**src/rtl/arb_pkg.sv**
```systemverilog
// Shared types and helpers for the round-robin / fixed-priority bus arbiter.
package arb_pkg;

    localparam int unsigned ARB_MAX_N = 64;

    typedef enum logic {
        ARB_IDLE,
        ARB_BUSY
    } arb_state_e;

    function automatic int unsigned ARB_IDX_W(input int unsigned n);
        return (n > 1) ? $clog2(n) : 1;
    endfunction

    // Index of the set bit of a one-hot vector; 0 for an all-zero vector.
    function automatic int unsigned onehot_to_idx(input logic [ARB_MAX_N-1:0] oh);
        int unsigned idx;
        idx = 0;
        for (int unsigned i = 0; i < ARB_MAX_N; i++) begin
            if (oh[i]) idx = i;
        end
        return idx;
    endfunction

endpackage

```
**src/rtl/prio_pick_lsb.sv**
```systemverilog
// Combinational lowest-set-bit picker: returns a one-hot (or zero) vector.
module prio_pick_lsb #(
    parameter int unsigned N = 4
) (
    input  logic [N-1:0] req,
    output logic [N-1:0] pick_c
);

    // Two's-complement trick isolates the lowest set bit.
    assign pick_c = req & (~req + N'(1));

endmodule

```
**src/rtl/arbiter_rr_hold.sv**
```systemverilog
// N-requester bus arbiter: registered one-hot grant held for a whole tenure,
// round-robin or fixed priority, with an optional hold-limit timeout.
module arbiter_rr_hold
    import arb_pkg::*;
#(
    parameter int unsigned N          = 4,
    parameter int unsigned MAX_HOLD   = 16,
    parameter int unsigned FIXED_PRIO = 0
) (
    input  logic                      clk,
    input  logic                      rst_n,
    input  logic [N-1:0]              req,
    input  logic                      done,
    output logic [N-1:0]              grant,
    output logic                      grant_valid,
    output logic [ARB_IDX_W(N)-1:0]   grant_id,
    output logic                      timeout
);

    localparam int unsigned IDX_W  = ARB_IDX_W(N);
    localparam int unsigned HOLD_W = (MAX_HOLD > 1) ? $clog2(MAX_HOLD) : 1;
    localparam logic [HOLD_W-1:0] HOLD_MAX = HOLD_W'((MAX_HOLD == 0) ? 0 : MAX_HOLD - 1);
    localparam logic [IDX_W-1:0]  PTR_RST  = IDX_W'(N - 1);

    arb_state_e        state_q, state_d;
    logic [N-1:0]      grant_q, grant_d;
    logic              grant_valid_q, grant_valid_d;
    logic [IDX_W-1:0]  grant_id_q, grant_id_d;
    logic              timeout_q, timeout_d;
    logic [IDX_W-1:0]  ptr_q, ptr_d;
    logic [HOLD_W-1:0] hold_cnt_q, hold_cnt_d;

    logic [IDX_W-1:0]  pick_ptr;
    logic [N-1:0]      rr_mask;
    logic [N-1:0]      pick_masked;
    logic [N-1:0]      pick_all;
    logic [N-1:0]      pick;
    logic              owner_drop;
    logic              hold_hit;
    logic              tenure_end;

    // At end of tenure the pointer is treated as already moved to the owner.
    always_comb begin
        pick_ptr = (state_q == ARB_BUSY) ? grant_id_q : ptr_q;
        rr_mask  = '0;
        for (int i = 0; i < int'(N); i++) begin
            rr_mask[i] = (i > int'(pick_ptr));
        end
    end

    prio_pick_lsb #(.N(N)) u_pick_masked (
        .req    (req & rr_mask),
        .pick_c (pick_masked)
    );

    prio_pick_lsb #(.N(N)) u_pick_all (
        .req    (req),
        .pick_c (pick_all)
    );

    always_comb begin
        if (FIXED_PRIO != 0) begin
            pick = pick_all;
        end else begin
            pick = (|pick_masked) ? pick_masked : pick_all;
        end
    end

    assign owner_drop = ~|(req & grant_q);
    assign hold_hit   = (MAX_HOLD != 0) && (hold_cnt_q == HOLD_MAX);
    assign tenure_end = done | owner_drop | hold_hit;

    always_comb begin
        state_d    = state_q;
        grant_d    = grant_q;
        ptr_d      = ptr_q;
        hold_cnt_d = hold_cnt_q;
        timeout_d  = 1'b0;

        unique case (state_q)
            ARB_IDLE: begin
                if (|req) begin
                    grant_d    = pick;
                    hold_cnt_d = '0;
                    state_d    = ARB_BUSY;
                end else begin
                    grant_d = '0;
                end
            end
            ARB_BUSY: begin
                if (tenure_end) begin
                    timeout_d  = hold_hit & ~done & ~owner_drop;
                    ptr_d      = grant_id_q;
                    hold_cnt_d = '0;
                    if (|req) begin
                        grant_d = pick;
                    end else begin
                        grant_d = '0;
                        state_d = ARB_IDLE;
                    end
                end else if ((MAX_HOLD != 0) && (hold_cnt_q != HOLD_MAX)) begin
                    hold_cnt_d = hold_cnt_q + HOLD_W'(1);
                end
            end
            default: begin
                state_d = ARB_IDLE;
                grant_d = '0;
            end
        endcase

        grant_valid_d = |grant_d;
        grant_id_d    = IDX_W'(onehot_to_idx(ARB_MAX_N'(grant_d)));
    end

    always_ff @(posedge clk or negedge rst_n) begin
        if (!rst_n) begin
            state_q       <= ARB_IDLE;
            grant_q       <= '0;
            grant_valid_q <= 1'b0;
            grant_id_q    <= '0;
            timeout_q     <= 1'b0;
            ptr_q         <= PTR_RST;
            hold_cnt_q    <= '0;
        end else begin
            state_q       <= state_d;
            grant_q       <= grant_d;
            grant_valid_q <= grant_valid_d;
            grant_id_q    <= grant_id_d;
            timeout_q     <= timeout_d;
            ptr_q         <= ptr_d;
            hold_cnt_q    <= hold_cnt_d;
        end
    end

    assign grant       = grant_q;
    assign grant_valid = grant_valid_q;
    assign grant_id    = grant_id_q;
    assign timeout     = timeout_q;

endmodule
```
**config.mk**
```make
export PLATFORM = sky130hd
export DESIGN_NAME = arbiter_rr_hold
export DESIGN_NICKNAME = d
export VERILOG_FILES = /design/src/rtl/arb_pkg.sv /design/src/rtl/prio_pick_lsb.sv /design/src/rtl/arbiter_rr_hold.sv
export SDC_FILE = /design/constraint.sdc
export NUM_CORES = 1
export LEC_CHECK = 0
export ABC_AREA = 1
export BUFFER_PORTS_ARGS = -buffer_cell sky130_fd_sc_hd__buf_2
export CAP_MARGIN = 10
export CORE_UTILIZATION = 52
export DETAILED_ROUTE_END_ITERATION = 12
export PLACE_DENSITY = 0.86
export RECOVER_POWER = 50
export SLEW_MARGIN = 10
export SYNTH_ARGS = -nofsm -noshare
export SYNTH_HDL_FRONTEND = slang
export SYNTH_SLANG_ARGS = --single-unit
export TNS_END_PERCENT = 20
```
**constraint.sdc**
```tcl
create_clock -name clk -period 1.95 [get_ports clk]
set_input_delay 0.195 -clock clk [delete_from_list [all_inputs] [get_ports clk]]
set_output_delay 0.195 -clock clk [all_outputs]
set_load 0.01 [all_outputs]
```
==> impl_results.md <==
* Grt met2 use at a little under a third
* WP data required at 2.13 ns
* Largest area contributor in the netlist: dfrtp_1
* Gr ovfl total at 0
* Synth Area in Compound Gates at 5.99%
* CTS H-tree depth at 1
* CTS Buffer Depth at 2
* Syn_nets at between 100 and 150
* Power Density at 1220 mW/mm^2
* Crit-path most repeated cell: nand2_1
* Die area at 0.00173 mm^2
* I/O pin cnt at 15
* Fillers at approximately 110
* Drt first pass iters at 4
* Dominant combinational cell family by area after synthesis: simple AND/OR/NAND/NOR gates
* Die Y-Extent at 41.6 um
* Post-Synth Simple-Gate Area at ~34%
* Top cells by area, synth: dfrtp_1 (40%), nand2_1 (14%), dfstp_2 (6.5%), inv_1 (6.0%), nand2_2 (5.4%)
* Status: completed
* Diodes inserted at 0
* Initial antenna violation count at 0
* Cts repair resizes at 0
* Vias in the first global route at 618
* Min-delay worst type: input port to flip-flop
* Crit path time final at around 1.5 ns
* Core footprint at ~0.0014 mm^2
* Crit-path cells: ha_1 > nand3_1 > nand4_4 > nand2_2 > nor2_1 > nand2_1 > nand2_2 > nand2_1 > nand2_1
* Main flop type after synthesis: dfrtp_1
* Delay-heaviest family, CP: simple AND/OR/NAND/NOR gates
* Via count at ~680
* Sink Count at 15
* Syn Std Cell Area at 815 um^2
* Critical path type: flip-flop to flip-flop
* Fin nets at 128
* Asr flop ratio synth at 100%
* Top cells by count, synth: nand2_1 (31), dfrtp_1 (13), inv_1 (13)
* GRT busiest layer: met2
* Number of DRC markers in iteration 0 at 14
* Mux share of post-synthesis cell area at under 10%
* CTS clk-pin slew, worst paths at roughly 0.090 ns
* Cells after synthesis at between 100 and 150
* Fmax at approximately 650 MHz
* Post-synthesis sequential area ratio at 46.4%
* Post-route ant nets at 0
* Met3 track utilization from global routing at roughly 2.6%
* Final setup vio count at 0
* Setup TNS at 0 ns
* Area share of the largest cell type after synthesis at around 40%
* RSZ-0062 raised after global routing: no
* MaxCap Viol Count at 0
* Worst hold slack at between 0.15 and 0.2 ns
* Crit-path slowest cell: dfrtp_1
* Row count at 13
* Wire length per cell at 10.9 um
* Global-route wire length before repair at between 2 and 3 mm
* Flops & latches, synth at 15
* Number of buffers created by CTS at 3
* LEAKAGE at 0.487 nW
* Layout cells sized above 1 at between 20 and 30%
* Initial Utilization at around 59%
* Routed WL at roughly 1.5 mm
* Largest net degree at the start of global routing at 16
* Post-synthesis adder-cell area fraction at 1.54%
* Worst IR Drop VDD at between 0.6 and 0.7 mV
* Worst EP arrival at roughly 1.7 ns
* Skew final at about 0.0012 ns
* Port Buffers at 14
* CP max stage delay at between 0.4 and 0.5 ns
* Crit path capture type: flip-flop
* HPWL after DPL at 1.14 mm
* Root Driver: clkbuf_4
* Top-count cell post-synth: nand2_1
* Clock latency on the worst-skew pair at around 0.28 ns
* Total Routing Usage GR at between 10% and 20%
* Worst Path Max Fanout at 7
* DR DRC count at 0
* Placed Cells at around 130
* Critical Path Start Type: flip-flop
* Synth Warn # at 0
* Final Cycle Share at around four fifths
* Post-Synth XOR/XNOR Area at under 10%
* Syn_area_per_cell at between 8 and 9 um^2
* Non-filler cells, final at about 130
* Worst Max-Slew Pin Slew at 0.783 ns
* CTS tree: done
* Die span in x at around 42 um
* Final Hold Fails at 0
* Post-synth EDFFs at 0
* Met1 Resource Use GR at 25.8%
* CP Buf/Inv Count at 0
* Synth cell types at 24
* Vias per cell at a little over 5
* Area grow syn2layout at 12.7%
* RePlAce Congestion at roughly 0.9
* Slew Limit Fails at 0
* Pwr Total at between 1 and 1.5 mW
* Max transition margin at a little under half
layout by cell type, fill, tap and decap left out:
cell / instances
o21ai_0: 1
inv_2: 2
a21oi_1: 2
nand3_1: 7
nand4_1: 1
dlygate4sd3_1: 1
dfrtp_1: 13
inv_1: 13
clkbuf_4: 3
ha_1: 1
nand2_1: 31
xnor2_1: 1
clkbuf_1: 5
buf_2: 10
o22ai_1: 2
o21ai_2: 1
o211ai_1: 1
nor2_1: 6
nor3_1: 1
o21ai_1: 1
inv_4: 1
nor2_2: 3
xor2_1: 1
mux2i_1: 1
dfstp_2: 2
nand2_2: 7
nand4_4: 1
repair_timing:
item	CTS	global route
hold endpoints to repair	13	0
endpoints found under the setup margin	0	0
hold buffers	1	0
setup buffers	0	0
state kept, by name, indices dropped and copies added, names as in the netlist:
register,count
grant,4
state_q,1
ptr_q,2
grant_id,2
timeout,1
hold_cnt_q,4
grant_valid,1
kinds of logic after synthesis:
family          after synthesis
buf+inv                      17
flops                        15
mux                           1
xor+xnor                      2
fa+ha+maj                     1
compound gates                8
simple gates                 57
power breakdown:
| group | switching [mW] | total (mW) | leakage, nW | internal [mW] |
|---|---|---|---|---|
| clock | 0.0975 | 0.177 | 0.0150 | 0.0795 |
| sequential | 0.0658 | 0.480 | 0.184 | 0.415 |
| combinational | 0.286 | 0.460 | 0.288 | 0.175 |
| total | 0.449 | 1.12 | 0.487 | 0.669 |
worst reg2reg max path, stage by stage, from the launching register on:
cell and delay [ns]:
dfrtp_1 0.41, ha_1 0.23, nand3_1 0.18, nand4_4 0.19, nand2_2 0.15, nor2_1 0.05, nand2_1 0.06, nand2_2 0.06
nand2_1 0.05, nand2_1 0.05
stage by stage:
| step | util (%) | setup WS [ns] | instance area [um^2] |
|---|---|---|---|
| 2_1_floorplan | - | 0.596 | 815 |
| 3_3_place_gp | 64.5 | 0.441 | 892 |
| 3_5_place_dp | 64.5 | 0.418 | 892 |
| 4_1_cts | 67.1 | 0.417 | 928 |
| 5_1_grt | 66.4 | 0.309 | 918 |
| 6_report | 66.4 | 0.422 | 918 |
metal layers:
layer  share of wire (%)  routed length, um  vias to the layer above
li1                    -                  -                      349
met1                  46                669                      310
met2                  48                700                       22
met3                 5.3                 77                        2
met4                 1.1                 16                        0
met5                   0                  0                        -
worst paths after layout:
path,slack [ns],cells after the start,to,start
hold / removal,0.16,4,timeout$_DFF_PN0_,done
setup / recovery,0.42,9,grant_id[0]$_DFF_PN0_,hold_cnt_q[0]$_DFFE_PN0P_
min in group asynchronous,0.50,2,hold_cnt_q[2]$_DFFE_PN0P_,rst_n
hold reg to reg,0.48,2,ptr_q[0]$_DFFE_PN1P_,ptr_q[0]$_DFFE_PN1P_
max in group asynchronous,0.97,2,grant_id[1]$_DFF_PN0_,rst_n
setup reg to reg,0.42,9,grant_id[0]$_DFF_PN0_,hold_cnt_q[0]$_DFFE_PN0P_
area by class of cell:
cell class                 count  area [um^2]  area share [%]
multi-input combinational     69          358            39.0
inverter                      16         62.6            6.81
clock buffer                   4         26.3            2.86
tap                           15         18.8            2.04
sequential                    15          378            41.1
timing repair buffer          15         75.1            8.17
No activity file was read; power rests on OpenSTA's default activity.
